File: config.mk
export PLATFORM = sky130hd
export DESIGN_NAME = mem_access_sequencer
export DESIGN_NICKNAME = d
export VERILOG_FILES = /design/src/rtl/mem_access_sequencer.sv
export SDC_FILE = /design/constraint.sdc
export NUM_CORES = 1
export LEC_CHECK = 0
export CAP_MARGIN = 20
export CORE_ASPECT_RATIO = 1.1
export CORE_MARGIN = 5
export CORE_UTILIZATION = 50
export CTS_CLUSTER_SIZE = 10
export DETAILED_ROUTE_END_ITERATION = 10
export GPL_TIMING_DRIVEN = 0
export PLACE_DENSITY = 0.91
export REMOVE_ABC_BUFFERS = 1
export SYNTH_ARGS = -nofsm -noshare
export SYNTH_HDL_FRONTEND = slang
export SYNTH_SLANG_ARGS = --single-unit
File: constraint.sdc
create_clock -name clk -period 11.6 [get_ports clk]
set_input_delay 2.9 -clock clk [delete_from_list [all_inputs] [get_ports clk]]
set_output_delay 2.9 -clock clk [all_outputs]
set_load 0.02 [all_outputs]
File: src/rtl/mem_access_sequencer.sv
// Multicycle sequencer between the control unit and the 64-bit data memory:
// one fetch/load/store at a time, byte-lane extraction for loads and RMW for partial stores.
module mem_access_sequencer #(
    parameter int MEM_LAT = 1
) (
    input  logic        clk,
    input  logic        reset,
    input  logic        req_valid,
    output logic        req_ready,
    input  logic        req_write,
    input  logic [2:0]  req_size,
    input  logic [63:0] req_addr,
    input  logic [63:0] req_wdata,
    output logic        rsp_valid,
    output logic [63:0] rsp_rdata,
    output logic        rsp_err,
    output logic [63:0] mem_addr,
    output logic        mem_wr,
    output logic [63:0] mem_wdata,
    input  logic [63:0] mem_rdata
);

    typedef enum logic [1:0] {IDLE, READ, WRITE, RESP} state_t;

    state_t      state;
    logic        wr_q;
    logic [2:0]  size_q;
    logic [2:0]  off_q;
    logic [63:0] wdata_q;
    logic [2:0]  cnt;
    logic        misal, illegal, req_err;

    always_comb begin
        misal = 1'b0;
        case (req_size)
            3'b001, 3'b101: misal = req_addr[0];
            3'b010, 3'b110: misal = |req_addr[1:0];
            3'b011:         misal = |req_addr[2:0];
            default:        misal = 1'b0;
        endcase
        illegal = req_write ? req_size[2] : (req_size == 3'b111);
        req_err = misal | illegal;
    end

    function automatic logic [63:0] load_ext(input logic [63:0] d, input logic [2:0] sz,
                                             input logic [2:0] o);
        logic [63:0] sh;
        sh = d >> {o, 3'b000};
        case (sz)
            3'b000:  load_ext = {{56{sh[7]}}, sh[7:0]};
            3'b001:  load_ext = {{48{sh[15]}}, sh[15:0]};
            3'b010:  load_ext = {{32{sh[31]}}, sh[31:0]};
            3'b100:  load_ext = {56'd0, sh[7:0]};
            3'b101:  load_ext = {48'd0, sh[15:0]};
            3'b110:  load_ext = {32'd0, sh[31:0]};
            default: load_ext = sh;
        endcase
    endfunction

    // Replace bytes o..o+n-1 of the old doubleword with the low n bytes of the store data.
    function automatic logic [63:0] store_merge(input logic [63:0] old, input logic [63:0] w,
                                                input logic [2:0] sz, input logic [2:0] o);
        logic [7:0]  bm;
        logic [63:0] ws;
        case (sz[1:0])
            2'b00:   bm = 8'h01;
            2'b01:   bm = 8'h03;
            2'b10:   bm = 8'h0F;
            default: bm = 8'hFF;
        endcase
        bm = bm << o;
        ws = w << {o, 3'b000};
        store_merge = old;
        for (int i = 0; i < 8; i++)
            if (bm[i]) store_merge[8*i +: 8] = ws[8*i +: 8];
    endfunction

    assign req_ready = (state == IDLE);
    assign rsp_valid = (state == RESP);
    assign mem_wr    = (state == WRITE);

    always_ff @(posedge clk or posedge reset) begin
        if (reset) begin
            state     <= IDLE;
            wr_q      <= 1'b0;
            size_q    <= 3'd0;
            off_q     <= 3'd0;
            wdata_q   <= 64'd0;
            cnt       <= 3'd0;
            rsp_rdata <= 64'd0;
            rsp_err   <= 1'b0;
            mem_addr  <= 64'd0;
            mem_wdata <= 64'd0;
        end else begin
            case (state)
                IDLE: if (req_valid) begin
                    wr_q     <= req_write;
                    size_q   <= req_size;
                    off_q    <= req_addr[2:0];
                    wdata_q  <= req_wdata;
                    mem_addr <= {req_addr[63:3], 3'b000};
                    if (req_err) begin
                        rsp_err   <= 1'b1;
                        rsp_rdata <= 64'd0;
                        state     <= RESP;
                    end else if (req_write && req_size == 3'b011) begin
                        mem_wdata <= req_wdata;
                        state     <= WRITE;
                    end else begin
                        cnt   <= 3'(MEM_LAT);
                        state <= READ;
                    end
                end
                READ: begin
                    cnt <= cnt - 3'd1;
                    if (cnt == 3'd1) begin
                        if (wr_q) begin
                            mem_wdata <= store_merge(mem_rdata, wdata_q, size_q, off_q);
                            state     <= WRITE;
                        end else begin
                            rsp_rdata <= load_ext(mem_rdata, size_q, off_q);
                            rsp_err   <= 1'b0;
                            state     <= RESP;
                        end
                    end
                end
                // Response fields only change on the edge entering RESP, so they hold between pulses.
                WRITE: begin
                    rsp_rdata <= 64'd0;
                    rsp_err   <= 1'b0;
                    state     <= RESP;
                end
                RESP:    state <= IDLE;
                default: state <= IDLE;
            endcase
        end
    end

endmodule
# Yosys cells after proc, flatten, opt, wreduce, memory -nomap -nowiden

Index checks and enable logic that the tools add are counted.
Widths: inputs -> output; s select.

Flip-flop bits (word level): 266
Bits of input ports: 199
Output and inout port bits: 196
Logic and storage cells: 96

Add/sub/neg operators: 1
Equality and inequality tests: 25
Shifts and indexed selects: 3
Muxes and demuxes: 41
Bitwise operators: 1
Reduce and logical (&&, ||, !) cells: 15

Operators by type and width:

| cell               | count |
|---|---|
| $mux 64            | 9 |
| $pmux 64 s6        | 1 |
| $pmux 64 s3        | 1 |
| $pmux 64 s2        | 1 |
| $mux 8             | 11 |
| $shl 64x6->64      | 1 |
| $shr 64x6->64      | 1 |
| $pmux 8 s3         | 1 |
| $eq 3x3->1 const B | 6 |
| $ne 2x2->1 const B | 6 |
| $eq 3x1->1 const B | 3 |
| $eq 3x2->1 const B | 3 |
| $mux 3             | 3 |
| $mux 2             | 4 |
| $pmux 2 s4         | 1 |
| $shl 8x3->8        | 1 |
| $eq 2x2->1 const B | 3 |
| $mux 1             | 6 |
| $pmux 1 s3         | 2 |
| $pmux 3 s2         | 1 |
| $reduce_and 6->1   | 1 |
| $reduce_or 2->1    | 3 |
| $reduce_and 5->1   | 1 |
| $eq 2x1->1 const B | 2 |
| 11 further kinds   | 14 |

# Logic depth before layout (Yosys ltp)

Gate-level depths: netlist of the first run.

Depth after elaboration: 10
Mapped depth: 10
Gate-level depth less buffers: 7

# Worst setup path after synthesis of the first run

OpenSTA, ideal clock, no wires.

Path type: input -> register
From: input port mem_rdata[31]
To: register rsp_rdata[39]
Library setup time: 0.134 ns
Arrival: 4.305 ns
Required time: 11.466 ns
Setup slack: 7.161 ns
Stages on the path: 6
Path buffers: 1
Cells stage by stage: mux2_1 mux4_2 nor4b_4 a211oi_4 buf_2 o31ai_1

Cells in the longest elaborated chain, start to end: 5

RTL lines:

| element              | line | source |
|---|---|---|
| from (decl)          | 20   | `input logic [63:0] mem_rdata` |
| $shr 64x6->64        | 48   | `sh = d >> {o, 3'b000};` |
| $pmux 64 s6          | 49   | `case (sz)` |
| $mux 64              | 117  | `if (wr_q) begin` |
| $mux 64              | 116  | `if (cnt == 3'd1) begin` |
| $pmux 64 s3          | 95   | `case (state)` |
| to (signal assigned) | 121  | `rsp_rdata <= load_ext(mem_rdata, size_q, off_q);` |
| to (decl)            | 15   | `output logic [63:0] rsp_rdata,` |

Every way passes these cells. The select of a mux whose other input is x is not followed.
A chain may end at the register's enable or synchronous reset.

# Final worst setup path of the first run

From: register state[0]
To: output port req_ready

Cells in the longest elaborated chain, start to end: 1

RTL lines:

| element                | line | source |
|---|---|---|
| from (decl)            | 25   | `state_t state;` |
| from (signal assigned) | 84   | `state <= IDLE;` |
| from (signal assigned) | 105  | `state <= RESP;` |
| from (signal assigned) | 108  | `state <= WRITE;` |
| $logic_not 2->1        | 78   | `assign req_ready = (state == IDLE);` |
| to (decl)              | 9    | `output logic req_ready,` |

Every way passes these cells.

==> flow_summary.html, run 1 <==
<table>
<tr><th>Metric</th><th>Value</th></tr>
<tr><th colspan="2">Timing</th></tr>
<tr><td>Clock skew</td><td>13.2 ps</td></tr>
<tr><td>Pins over their slew limit</td><td>0</td></tr>
<tr><td>Hold Vio Cnt, Final</td><td>0</td></tr>
<tr><td>Max transition margin</td><td>0.195</td></tr>
<tr><td>Worst Tran Pin Value</td><td>1210 ps</td></tr>
<tr><td>Number of failing setup endpoints in the final timing report</td><td>0</td></tr>
<tr><td>Tcrit/Tclk final</td><td>0.473</td></tr>
<tr><td>Sum Neg Setup Slack</td><td>0 ps</td></tr>
<tr><td>Hold slack final</td><td>476 ps</td></tr>
<tr><td>Final worst slack</td><td>6110 ps</td></tr>
<tr><td>Maximum operating frequency</td><td>182 MHz</td></tr>
<tr><td>Crit path time final</td><td>5490 ps</td></tr>
<tr><td>RSZ-0062 raised after global routing</td><td>false</td></tr>
<tr><th colspan="2">Route</th></tr>
<tr><td>Initial DRC count</td><td>1,986</td></tr>
<tr><td>Pre-Repair DR Iteration Count</td><td>5</td></tr>
<tr><td>Overall routed net length</td><td>59.6 mm</td></tr>
<tr><td>Drt drc</td><td>0</td></tr>
<tr><td>Antenna violation net count after detailed routing</td><td>0</td></tr>
<tr><td>Vias</td><td>14,300</td></tr>
<tr><td>Vias per cell</td><td>6.51</td></tr>
<tr><td>Per-cell routed wire length</td><td>27.1 um</td></tr>
<tr><th colspan="2">Placed design</th></tr>
<tr><td>Routability congestion estimate from global placement</td><td>0.884</td></tr>
<tr><td>Area of placed instances</td><td>19,700 um^2</td></tr>
<tr><td>Cell total after placement</td><td>2,154</td></tr>
<tr><td>Final HPWL DP</td><td>40.3 mm</td></tr>
<tr><td>Pre-CTS worst setup slack</td><td>5670 ps</td></tr>
<tr><td>Count of buffers from port buffering</td><td>391</td></tr>
<tr><th colspan="2">Power</th></tr>
<tr><td>Largest voltage drop on the vdd net</td><td>0.256 mV</td></tr>
<tr><td>Total power per unit cell area</td><td>332 nW/um^2</td></tr>
<tr><td>Static power due to leakage</td><td>8.35 nW</td></tr>
<tr><td>Tot Pwr</td><td>6.87 mW</td></tr>
<tr><th colspan="2">Synth</th></tr>
<tr><td>Number of different library cells in the post-synthesis netlist</td><td>62</td></tr>
<tr><td>Ys flop type</td><td>dfrtp_1</td></tr>
<tr><td>Per-instance average area after synthesis</td><td>10.5 um^2</td></tr>
<tr><td>Number of enable-type register cells in the synthesized netlist</td><td>0</td></tr>
<tr><td>Synth Instances</td><td>1,450</td></tr>
<tr><td>Flops &amp; latches, synth</td><td>266</td></tr>
<tr><td>Proportion of synthesized chip area in sequential cells</td><td>0.438</td></tr>
<tr><td>Cell area after synthesis</td><td>15,200 um^2</td></tr>
<tr><td>Number of synthesis warnings</td><td>0</td></tr>
<tr><td>Async set-reset flop share out of synthesis</td><td>1.00</td></tr>
<tr><th colspan="2">Critical path</th></tr>
<tr><td>Launch point of the worst path</td><td>state[0]</td></tr>
<tr><td>Path depth of the worst reg2reg path</td><td>8</td></tr>
<tr><td>CP cell instances</td><td>inv_1, ha_1, buf_8, clkdlybuf4s50_1</td></tr>
<tr><td>Endpoint of the worst setup timing path</td><td>req_ready</td></tr>
<tr><td>Top Family by Delay on Critical Path</td><td>buffers and inverters</td></tr>
<tr><td>Sort of element at the end of the critical path</td><td>primary output</td></tr>
<tr><td>Worst reg2reg setup slack</td><td>7330 ps</td></tr>
<tr><td>CP bufs+invs</td><td>3</td></tr>
<tr><td>Critical Path RT</td><td>8700 ps</td></tr>
<tr><td>Highest-delay cell along the critical path</td><td>clkdlybuf4s50_1</td></tr>
<tr><td>Crit path DAT</td><td>2590 ps</td></tr>
<tr><td>Crit path launch type</td><td>register</td></tr>
<tr><td>Category of the critical setup timing path</td><td>register to primary output</td></tr>
<tr><td>Crit Reg-Reg Startpoint</td><td>off_q[0]</td></tr>
<tr><td>Maximum net fanout on the critical path</td><td>10</td></tr>
<tr><td>CP Depth</td><td>4</td></tr>
<tr><td>Slowest stage delay, CP</td><td>630 ps</td></tr>
<tr><td>Endpoint of the most critical register-to-register path</td><td>rsp_rdata[60]</td></tr>
<tr><th colspan="2">Clocking</th></tr>
<tr><td>Maximum count of clock buffers along a single path</td><td>3</td></tr>
<tr><td>H-tree depth reported by CTS</td><td>1</td></tr>
<tr><td>Postcts setup bufs</td><td>0</td></tr>
<tr><td>Total number of clock tree sinks</td><td>266</td></tr>
<tr><td>Root buffer selected by CTS</td><td>clkbuf_16</td></tr>
<tr><td>Clock buffer count from CTS</td><td>31</td></tr>
<tr><td>Clock Latency Late Sink</td><td>580 ps</td></tr>
<tr><td>Post-CTS Resized</td><td>0</td></tr>
<tr><td>Hold buffers post-CTS</td><td>0</td></tr>
<tr><td>TritonCTS clock tree</td><td>done</td></tr>
<tr><td>Worst-path clk slew</td><td>60 ps</td></tr>
<tr><th colspan="2">Cells and area</th></tr>
<tr><td>Area growth, synth to finish</td><td>35.9%</td></tr>
<tr><td>Fraction of the core area covered by cells at the end of the flow</td><td>0.683</td></tr>
<tr><td>Design area</td><td>20,700 um^2</td></tr>
<tr><td>Fill cells</td><td>2,099</td></tr>
<tr><td>Diodes inserted</td><td>0</td></tr>
<tr><td>Layout cells sized above 1</td><td>0.160</td></tr>
<tr><td>Final Non-Filler Cells</td><td>2,199</td></tr>
<tr><td>Final net count</td><td>1,982</td></tr>
<tr><th colspan="2">Floorplan</th></tr>
<tr><td>Die Outline Area</td><td>34,000 um^2</td></tr>
<tr><td>Core area</td><td>30,300 um^2</td></tr>
<tr><td>Initial Util</td><td>0.503</td></tr>
<tr><td>Top-level port count</td><td>395</td></tr>
<tr><td>Cell Rows</td><td>67</td></tr>
<tr><td>Chip width</td><td>176 um</td></tr>
<tr><td>Die Height</td><td>193 um</td></tr>
<tr><th colspan="2">Flow run</th></tr>
<tr><td>Max-capacitance violation count</td><td>0</td></tr>
<tr><th colspan="2">Min path</th></tr>
<tr><td>WHS Path Cells</td><td>2</td></tr>
<tr><td>Worst Hold Class</td><td>register to register</td></tr>
<tr><th colspan="2">Global route</th></tr>
<tr><td>Global route total overflow</td><td>0</td></tr>
<tr><td>First-pass GRT wire length</td><td>88.7 mm</td></tr>
<tr><td>Global Route Usage Sum</td><td>0.341</td></tr>
<tr><td>Via count of the first global-routing pass</td><td>14,600</td></tr>
<tr><td>Pin count of the biggest net entering global routing</td><td>127</td></tr>
<tr><td>Number of antenna violations at the first check in global routing</td><td>0</td></tr>
<tr><th colspan="2">Run status</th></tr>
<tr><td>Result of the run</td><td>finished clean</td></tr>
</table>
-- cell usage in the layout, fill, tap and decap left out, types with 5 or more instances in the layout --
master | netlist | routed
mux2_2 | 142 | 142
o21bai_1 | 8 | 8
and2_1 | 8 | 8
and3b_1 | 8 | 8
a211oi_1 | 32 | 31
o21ai_0 | 97 | 97
buf_8 | 0 | 12
mux2i_1 | 106 | 106
o31ai_1 | 22 | 22
o211ai_1 | 45 | 45
mux4_2 | 48 | 48
nand2b_1 | 13 | 13
o22ai_1 | 24 | 24
inv_1 | 31 | 30
a31oi_1 | 7 | 7
nor2b_1 | 10 | 9
a21oi_1 | 101 | 98
buf_16 | 0 | 11
ha_1 | 6 | 5
nor2_1 | 57 | 57
clkdlybuf4s50_1 | 0 | 391
clkbuf_16 | 0 | 31
o21a_1 | 9 | 9
o221ai_1 | 17 | 17
dfrtp_1 | 266 | 263
o21ai_1 | 50 | 50
nand2_1 | 147 | 146
a22oi_1 | 15 | 15
buf_6 | 1 | 6
clkbuf_1 | 77 | 5
-- logic make-up (layout without fill, tap and decap cells) --
family | count (synthesis) | count (layout) | share of synthesized area
fa+ha+maj | 6 | 6 | 0.00494
compound gates | 446 | 446 | 0.181
flops | 266 | 266 | 0.438
other cells | 1 | 3 | 0.000247
simple gates | 267 | 267 | 0.0802
buf+inv | 164 | 497 | 0.0468
mux | 300 | 300 | 0.249
-- area by class of cell --
class / count / area (um^2) / area share
clock buffers: 39 / 836 / 0.0404
repair buffers: 424 / 4530 / 0.219
multi-input cells: 1022 / 7950 / 0.385
flip-flops and latches: 266 / 6670 / 0.323
well taps: 414 / 518 / 0.0251
clock inverters: 2 / 38.8 / 0.00188
inverters: 32 / 128 / 0.00617
-- tightest hold or removal path, stage by stage (launching register included) --
cell and delay [ps]:
dfrtp_1 340, nand2_1 50, o31ai_1 50
-- worst min-delay path by stage --
stage / startpoint / to / slack [ps]
2_1_floorplan: wdata_q[56] / wdata_q[56] / 470
4_1_cts: rsp_rdata[61] / rsp_rdata[61] / 480
6_report: rsp_rdata[61] / rsp_rdata[61] / 480
5_1_grt: rsp_rdata[40] / rsp_rdata[40] / 500
3_5_place_dp: rsp_rdata[7] / rsp_rdata[7] / 460
3_3_place_gp: rsp_rdata[61] / rsp_rdata[61] / 460
-- registers in the layout, indices dropped and copies added (netlist names) --
register and cells:
mem_wdata 64, off_q 3, rsp_err 1, rsp_rdata 64, mem_addr 61, state 2, cnt 3, size_q 3
wdata_q 64, wr_q 1
-- per-layer routing --
layer  GRT usage  vias to the layer above  wire, um
met4       0.187                        0      3450
met3       0.116                      259      7220
met2       0.544                     1084     27900
met1       0.410                     6977     21000
met5           0                        -         0
li1            -                     6005         -
-- Yosys cell counts (all sizes together) (2+ instances only) --
cell | n | area (um^2)
a21boi | 2 | 15.0
clkbuf | 77 | 289
o22ai | 25 | 163
o31ai | 22 | 165
dfrtp | 266 | 6660
a2bb2oi | 2 | 17.5
o211ai | 45 | 338
nand4 | 2 | 12.5
and3b | 8 | 70.1
nor2 | 58 | 220
inv | 32 | 120
nor3 | 4 | 25.0
mux2 | 146 | 1650
o21bai | 8 | 60.1
mux4 | 48 | 1080
a221oi | 2 | 23.8
a22oi | 15 | 113
a211oi | 33 | 260
or2 | 4 | 25.0
o21ai | 147 | 736
nand2 | 147 | 552
a31oi | 7 | 43.8
a21o | 4 | 30.0
nor2b | 10 | 62.6
and2 | 8 | 50.1
nor4 | 2 | 27.5
o221ai | 17 | 149
ha | 6 | 75.1
o21a | 9 | 67.6
buf | 55 | 303
nand3 | 4 | 20.0
nand2b | 13 | 81.3
a21oi | 101 | 505
mux2i | 106 | 1060
nand3b | 3 | 22.5
-- power by group --
| part | total (mW) | switching (mW) | internal, mW |
|---|---|---|---|
| clock | 0.894 | 0.379 | 0.516 |
| combinational | 4.14 | 2.32 | 1.82 |
| sequential | 1.83 | 0.465 | 1.37 |
(Power assumes the default switching activity.)
==> run 2: changes to the inputs <==
CORE_UTILIZATION = 45   (was 50)
PLACE_DENSITY = 0.87   (was 0.91)
clock period = 4.9 ns   (was 11.6 ns; I/O delays follow)
==> run 2 against run 1 <==
Register-to-register slack worse by 6300 ps. Die area grew 10%. Sequential power up 130%. Largest cell class unchanged.
==> flow_summary.html, run 2 (synthesis results as in run 1) <==
<table>
<tr><th>Metric</th><th>Value</th></tr>
<tr><th colspan="2">Power</th></tr>
<tr><td>Static power due to leakage</td><td>8.37 nW</td></tr>
<tr><td>Largest voltage drop on the vdd net</td><td>0.468 mV</td></tr>
<tr><td>Total power per unit cell area</td><td>784 nW/um^2</td></tr>
<tr><th colspan="2">Cells and area</th></tr>
<tr><td>Most common cell after layout, fill and taps aside</td><td>clkdlybuf4s50_1</td></tr>
<tr><td>Area of the multi-input gates</td><td>7950 um^2</td></tr>
<tr><td>Area growth, synth to finish</td><td>36.4%</td></tr>
<tr><td>Layout cells sized above 1</td><td>0.160</td></tr>
<tr><td>Sequential standard cell area</td><td>6670 um^2</td></tr>
<tr><td>Commonest non-fill, non-tap cells in the layout</td><td>clkdlybuf4s50_1, dfrtp_1, nand2_1</td></tr>
<tr><td>Fraction of the core area covered by cells at the end of the flow</td><td>0.623</td></tr>
<tr><td>Fill cells</td><td>2,589</td></tr>
<tr><td>Final net count</td><td>1,982</td></tr>
<tr><td>Final Non-Filler Cells</td><td>2,218</td></tr>
<tr><td>Largest regs</td><td>mem_wdata: 64 flops, rsp_rdata: 64 flops, wdata_q: 64 flops</td></tr>
<tr><th colspan="2">Floorplan</th></tr>
<tr><td>Die Outline Area</td><td>37,600 um^2</td></tr>
<tr><td>Chip width</td><td>185 um</td></tr>
<tr><td>Core area</td><td>33,300 um^2</td></tr>
<tr><td>Initial Util</td><td>0.457</td></tr>
<tr><td>Top-level port count</td><td>395</td></tr>
<tr><td>Die Height</td><td>203 um</td></tr>
<tr><td>Cell Rows</td><td>70</td></tr>
<tr><th colspan="2">Global route</th></tr>
<tr><td>Pin count of the biggest net entering global routing</td><td>118</td></tr>
<tr><td>Global route total overflow</td><td>0</td></tr>
<tr><td>Via count of the first global-routing pass</td><td>14,500</td></tr>
<tr><td>Global Route Usage Sum</td><td>0.304</td></tr>
<tr><td>First-pass GRT wire length</td><td>88.1 mm</td></tr>
<tr><td>Number of antenna violations at the first check in global routing</td><td>0</td></tr>
<tr><th colspan="2">Min path</th></tr>
<tr><td>Worst Hold Class</td><td>register to register</td></tr>
<tr><th colspan="2">Clocking</th></tr>
<tr><td>Clock Latency Late Sink</td><td>560 ps</td></tr>
<tr><td>TritonCTS clock tree</td><td>done</td></tr>
<tr><td>Hold buffers post-CTS</td><td>0</td></tr>
<tr><td>Worst-path clk slew</td><td>60 ps</td></tr>
<tr><td>Post-CTS Resized</td><td>0</td></tr>
<tr><td>Total number of clock tree sinks</td><td>266</td></tr>
<tr><td>Maximum count of clock buffers along a single path</td><td>3</td></tr>
<tr><td>H-tree depth reported by CTS</td><td>1</td></tr>
<tr><td>Root buffer selected by CTS</td><td>clkbuf_16</td></tr>
<tr><td>Postcts setup bufs</td><td>0</td></tr>
<tr><td>Clock buffer count from CTS</td><td>31</td></tr>
<tr><th colspan="2">Critical path</th></tr>
<tr><td>Crit path DAT</td><td>2850 ps</td></tr>
<tr><td>Maximum net fanout on the critical path</td><td>17</td></tr>
<tr><td>Crit path launch type</td><td>register</td></tr>
<tr><td>Sort of element at the end of the critical path</td><td>primary output</td></tr>
<tr><td>CP cell instances</td><td>inv_1, ha_1, clkdlybuf4s50_1</td></tr>
<tr><td>Slowest stage delay, CP</td><td>970 ps</td></tr>
<tr><td>Category of the critical setup timing path</td><td>register to primary output</td></tr>
<tr><td>Critical Path RT</td><td>3670 ps</td></tr>
<tr><td>Highest-delay cell along the critical path</td><td>ha_1</td></tr>
<tr><th colspan="2">Route</th></tr>
<tr><td>Overall routed net length</td><td>59.2 mm</td></tr>
<tr><td>Drt drc</td><td>0</td></tr>
<tr><td>Pre-Repair DR Iteration Count</td><td>6</td></tr>
<tr><td>Initial DRC count</td><td>1,708</td></tr>
<tr><td>Per-cell routed wire length</td><td>26.7 um</td></tr>
<tr><td>Vias per cell</td><td>6.42</td></tr>
<tr><td>Antenna violation net count after detailed routing</td><td>0</td></tr>
<tr><td>Vias</td><td>14,200</td></tr>
<tr><th colspan="2">Timing</th></tr>
<tr><td>Hold slack final</td><td>476 ps</td></tr>
<tr><td>Pins over their slew limit</td><td>0</td></tr>
<tr><td>RSZ-0062 raised after global routing</td><td>false</td></tr>
<tr><td>Crit path time final</td><td>4070 ps</td></tr>
<tr><td>Maximum operating frequency</td><td>245 MHz</td></tr>
<tr><td>Sum Neg Setup Slack</td><td>0 ps</td></tr>
<tr><td>Number of failing setup endpoints in the final timing report</td><td>0</td></tr>
<tr><td>Hold Vio Cnt, Final</td><td>0</td></tr>
<tr><td>Tcrit/Tclk final</td><td>0.831</td></tr>
<tr><td>Clock skew</td><td>11.3 ps</td></tr>
<tr><td>Worst Tran Pin Value</td><td>1220 ps</td></tr>
<tr><td>Max transition margin</td><td>0.188</td></tr>
<tr><td>Final worst slack</td><td>826 ps</td></tr>
<tr><th colspan="2">Placed design</th></tr>
<tr><td>Count of buffers from port buffering</td><td>391</td></tr>
<tr><td>Cell total after placement</td><td>2,175</td></tr>
<tr><td>Final HPWL DP</td><td>41.5 mm</td></tr>
<tr><td>Pre-CTS worst setup slack</td><td>618 ps</td></tr>
<tr><td>Routability congestion estimate from global placement</td><td>0.925</td></tr>
<tr><th colspan="2">Flow run</th></tr>
<tr><td>Max-capacitance violation count</td><td>0</td></tr>
<tr><th colspan="2">Run status</th></tr>
<tr><td>Result of the run</td><td>finished clean</td></tr>
</table>
run 2: cell count changes in the layout (fill, tap and decap cells not counted):
cell,before,now
buf_6,6,8
buf_8,12,7
diode_2,0,1
buf_16,11,15
clkbuf_1,5,6
buf_4,1,0
inv_6,1,0
run 2: worst paths after layout:
path / startpoint / to / slack, ps / depth (start not counted)
min in group asynchronous: reset / mem_addr[34] / 1140 / 2
min reg2reg: rsp_rdata[61] / rsp_rdata[61] / 480 / 2
max in group asynchronous: reset / off_q[0] / 2770 / 3
min: rsp_rdata[61] / rsp_rdata[61] / 480 / 2
max: state[1] / req_ready / 830 / 3
max reg2reg: off_q[0] / mem_wdata[35] / 1070 / 7
run 2: per-stage QoR:
stage | cell area, um^2 | total power, mW
6_report | 20700 | 16.3
5_1_grt | 20700 | 17.0
4_1_cts | 20700 | 16.1
3_5_place_dp | 19900 | 14.0
3_3_place_gp | 19100 | 13.5
2_1_floorplan | 14600 | 9.73
run 2: power by group:
part	switching (mW)	internal, mW
combinational	5.56	4.35
clock	0.889	1.22
sequential	1.00	3.24
run 2: metal layers:
| layer | vias up | GRT usage | routed length, um | share of wire |
|---|---|---|---|---|
| met3 | 205 | 0.0921 | 7410 | 0.13 |
| li1 | 5998 | - | - | - |
| met1 | 7045 | 0.372 | 20800 | 0.35 |
| met2 | 995 | 0.500 | 27900 | 0.47 |
| met5 | - | 0 | 0 | 0 |
| met4 | 0 | 0.123 | 3000 | 0.051 |
run 2: worst max-delay path: cells and delay by family, from the launching register on:
kind | cells | cell delay (ps)
buffers and inverters | 2 | 920
flip-flops | 1 | 400
adder cells (fa/ha/maj) | 1 | 970
run 2: cell type report:
cell class / instances / area share
diodes: 1 / 0.000121
clock buffers: 40 / 0.0405
clock inverters: 1 / 0.00145
inverters: 32 / 0.00615
multi-input cells: 1022 / 0.383
flip-flops and latches: 266 / 0.322
well taps: 432 / 0.0261
repair buffers: 424 / 0.221
==> run 3: changes to the inputs <==
clock period = 3.7 ns   (was 4.9 ns; I/O delays follow)
==> run 3 against run 2 <==
Sequential power grew 32%. Via count shrank 0.37%. Non-clock buffer count grew 4. Worst hold slack is essentially flat. Register-to-register slack lost 1000 ps. Core utilization grew 0.11 points. Cell area grew 0.18%. Clock power grew 32%. Count of clock-buffer cells in the layout is the same. Clock skew grew 2.6 ps. Final cell count grew 0.18%. Global-route usage grew 0.064 points. Largest cell class unchanged.
==> flow_summary.html, run 3 (synthesis results as in run 1) <==
<table>
<tr><th>Metric</th><th>Value</th></tr>
<tr><th colspan="2">Run status</th></tr>
<tr><td>Result of the run</td><td>finished clean</td></tr>
<tr><th colspan="2">Critical path</th></tr>
<tr><td>CP cell instances</td><td>buf_16, or2_1, or2_0, buf_6, o21ai_1, mux2i_1, o21ai_0</td></tr>
<tr><td>Sort of element at the end of the critical path</td><td>register</td></tr>
<tr><td>Worst reg2reg setup slack</td><td>60 ps</td></tr>
<tr><td>Crit Reg-Reg Startpoint</td><td>off_q[1]</td></tr>
<tr><td>Endpoint of the most critical register-to-register path</td><td>mem_wdata[11]</td></tr>
<tr><td>Maximum net fanout on the critical path</td><td>65</td></tr>
<tr><td>Crit path launch type</td><td>register</td></tr>
<tr><td>Critical Path RT</td><td>4100 ps</td></tr>
<tr><td>Category of the critical setup timing path</td><td>register to register</td></tr>
<tr><td>Slowest stage delay, CP</td><td>950 ps</td></tr>
<tr><td>Crit path DAT</td><td>4050 ps</td></tr>
<tr><td>Highest-delay cell along the critical path</td><td>dfrtp_4</td></tr>
<tr><td>Path depth of the worst reg2reg path</td><td>7</td></tr>
<tr><th colspan="2">Timing</th></tr>
<tr><td>Maximum operating frequency</td><td>274 MHz</td></tr>
<tr><td>Clock skew</td><td>13.9 ps</td></tr>
<tr><td>Pins over their slew limit</td><td>0</td></tr>
<tr><td>Crit path time final</td><td>3640 ps</td></tr>
<tr><td>Worst Tran Pin Value</td><td>1180 ps</td></tr>
<tr><td>Hold Vio Cnt, Final</td><td>0</td></tr>
<tr><td>Number of failing setup endpoints in the final timing report</td><td>0</td></tr>
<tr><td>Tcrit/Tclk final</td><td>0.985</td></tr>
<tr><td>Max transition margin</td><td>0.210</td></tr>
<tr><td>Sum Neg Setup Slack</td><td>0 ps</td></tr>
<tr><td>RSZ-0062 raised after global routing</td><td>false</td></tr>
<tr><th colspan="2">Floorplan</th></tr>
<tr><td>Die Height</td><td>203 um</td></tr>
<tr><td>Chip width</td><td>185 um</td></tr>
<tr><td>Top-level port count</td><td>395</td></tr>
<tr><td>Cell Rows</td><td>70</td></tr>
<tr><td>Die Outline Area</td><td>37,600 um^2</td></tr>
<tr><td>Initial Util</td><td>0.457</td></tr>
<tr><td>Core area</td><td>33,300 um^2</td></tr>
<tr><th colspan="2">Cells and area</th></tr>
<tr><td>Most common cell after layout, fill and taps aside</td><td>clkdlybuf4s50_1</td></tr>
<tr><td>Layout cells sized above 1</td><td>0.163</td></tr>
<tr><td>Commonest non-fill, non-tap cells in the layout</td><td>clkdlybuf4s50_1, dfrtp_1, nand2_1</td></tr>
<tr><td>Final net count</td><td>1,986</td></tr>
<tr><td>Fraction of the core area covered by cells at the end of the flow</td><td>0.624</td></tr>
<tr><td>Largest regs</td><td>mem_wdata: 64 flops, rsp_rdata: 64 flops, wdata_q: 64 flops</td></tr>
<tr><td>Area growth, synth to finish</td><td>36.6%</td></tr>
<tr><th colspan="2">Clocking</th></tr>
<tr><td>Worst-path clk slew</td><td>60 ps</td></tr>
<tr><td>Maximum count of clock buffers along a single path</td><td>3</td></tr>
<tr><td>Clock Latency Late Sink</td><td>560 ps</td></tr>
<tr><td>Total number of clock tree sinks</td><td>266</td></tr>
<tr><td>H-tree depth reported by CTS</td><td>1</td></tr>
<tr><td>Root buffer selected by CTS</td><td>clkbuf_16</td></tr>
<tr><td>Clock buffer count from CTS</td><td>31</td></tr>
<tr><td>TritonCTS clock tree</td><td>done</td></tr>
<tr><th colspan="2">Power</th></tr>
<tr><td>Flop pwr share</td><td>0.260</td></tr>
<tr><td>Sw Share</td><td>0.458</td></tr>
<tr><td>Internal power of the cells</td><td>11.7 mW</td></tr>
<tr><td>Tot Pwr</td><td>21.6 mW</td></tr>
<tr><td>Combinational share of power</td><td>0.611</td></tr>
<tr><td>Largest voltage drop on the vdd net</td><td>0.622 mV</td></tr>
<tr><td>Static power due to leakage</td><td>8.38 nW</td></tr>
<tr><td>Proportion of power drawn by the clock network</td><td>0.129</td></tr>
<tr><td>Total power per unit cell area</td><td>1040 nW/um^2</td></tr>
<tr><td>Net switching component of the power</td><td>9.89 mW</td></tr>
<tr><th colspan="2">Route</th></tr>
<tr><td>Initial DRC count</td><td>1,772</td></tr>
<tr><td>Drt drc</td><td>0</td></tr>
<tr><td>Overall routed net length</td><td>59.4 mm</td></tr>
<tr><td>Per-cell routed wire length</td><td>26.7 um</td></tr>
<tr><td>Vias</td><td>14,200</td></tr>
<tr><td>Antenna violation net count after detailed routing</td><td>0</td></tr>
<tr><td>Pre-Repair DR Iteration Count</td><td>8</td></tr>
<tr><td>Vias per cell</td><td>6.39</td></tr>
<tr><th colspan="2">Global route</th></tr>
<tr><td>Pin count of the biggest net entering global routing</td><td>118</td></tr>
<tr><td>First-pass GRT wire length</td><td>88.2 mm</td></tr>
<tr><td>Global route total overflow</td><td>0</td></tr>
<tr><td>Number of antenna violations at the first check in global routing</td><td>0</td></tr>
<tr><td>Via count of the first global-routing pass</td><td>14,500</td></tr>
<tr><td>Global Route Usage Sum</td><td>0.304</td></tr>
<tr><th colspan="2">Placed design</th></tr>
<tr><td>Final HPWL DP</td><td>41.5 mm</td></tr>
<tr><td>Routability congestion estimate from global placement</td><td>0.925</td></tr>
<tr><td>Count of buffers from port buffering</td><td>391</td></tr>
<tr><th colspan="2">Min path</th></tr>
<tr><td>WHS Path Cells</td><td>2</td></tr>
<tr><td>Worst Hold Class</td><td>register to register</td></tr>
<tr><td>Endpoint of the worst hold path</td><td>rsp_rdata[61]</td></tr>
<tr><td>Startpoint of the lowest-slack hold path</td><td>rsp_rdata[61]</td></tr>
<tr><th colspan="2">Flow run</th></tr>
<tr><td>Max-capacitance violation count</td><td>0</td></tr>
</table>
run 3: cell types whose count changed in the layout (fill, tap and decap cells not counted):
cell,before,now
buf_4,0,4
or2_2,0,1
ha_1,5,4
ha_2,0,1
or2_1,2,1
inv_1,30,29
clkinvlp_4,0,1
run 3: cell type report:
class / instances / area [um^2]
diodes: 1 / 2.50
clock buffers: 40 / 840
clock inverters: 1 / 30.0
fillers: 2591 / 12500
inverters: 32 / 131
multi-input cells: 1022 / 7950
flip-flops and latches: 266 / 6670
well taps: 432 / 541
repair buffers: 428 / 4610
run 3: power groups by stage:
stage               combinational [mW]  clock [mW]  sequential (mW)
global route                      13.9        2.94             5.75
floorplan                         6.15           0             6.73
CTS                               13.0        2.83             5.56
detailed placement                12.9           0             5.59
global placement                  11.8           0             6.01
finish                            13.2        2.79             5.61
run 3: worst max-delay path: cells and delay by family (launching register included):
kind | cells | cell delay, ps
mux | 1 | 330
buf+inv | 2 | 620
simple gates | 2 | 1290
flops | 1 | 950
compound gates | 2 | 220
run 3: worst max path at each step:
stage                                to  slack (ps)           from  depth (start not counted)
final                     mem_wdata[11]          60       off_q[1]                          7
after global routing      mem_wdata[53]          50       state[1]                          8
after CTS                 rsp_rdata[46]          40       off_q[0]                          8
after detailed placement  rsp_rdata[46]        -280  mem_rdata[63]                          8
after global placement    rsp_rdata[42]       -7990          reset                          2
after floorplan                  cnt[0]       -4550          reset                          1
run 3: what timing repair did:
item                                    4_1_cts  5_1_grt
buffers inserted                              0        4
hold buffers                                  0        0
pin swaps                                     1        2
gates resized for setup                       2        1
endpoints found under the setup margin        3       20
run 3: per-stage QoR:
stage / setup slack, ps / cell area (um^2) / cells / hold WS, ps
after floorplan: -4550 / 14600 / 1320 / 475
after global placement: -7990 / 19100 / 2143 / 459
after detailed placement: -282 / 19900 / 2175 / 466
after CTS: 36.1 / 20700 / 2216 / 478
after global routing: 48.1 / 20800 / 2221 / 495
final: 55.2 / 20800 / 2222 / 476
run 3: routing by layer:
metal,wire length (um),GRT usage
met1,20900,0.373
met2,28000,0.501
met3,7490,0.0926
met4,2940,0.124
met5,0,0
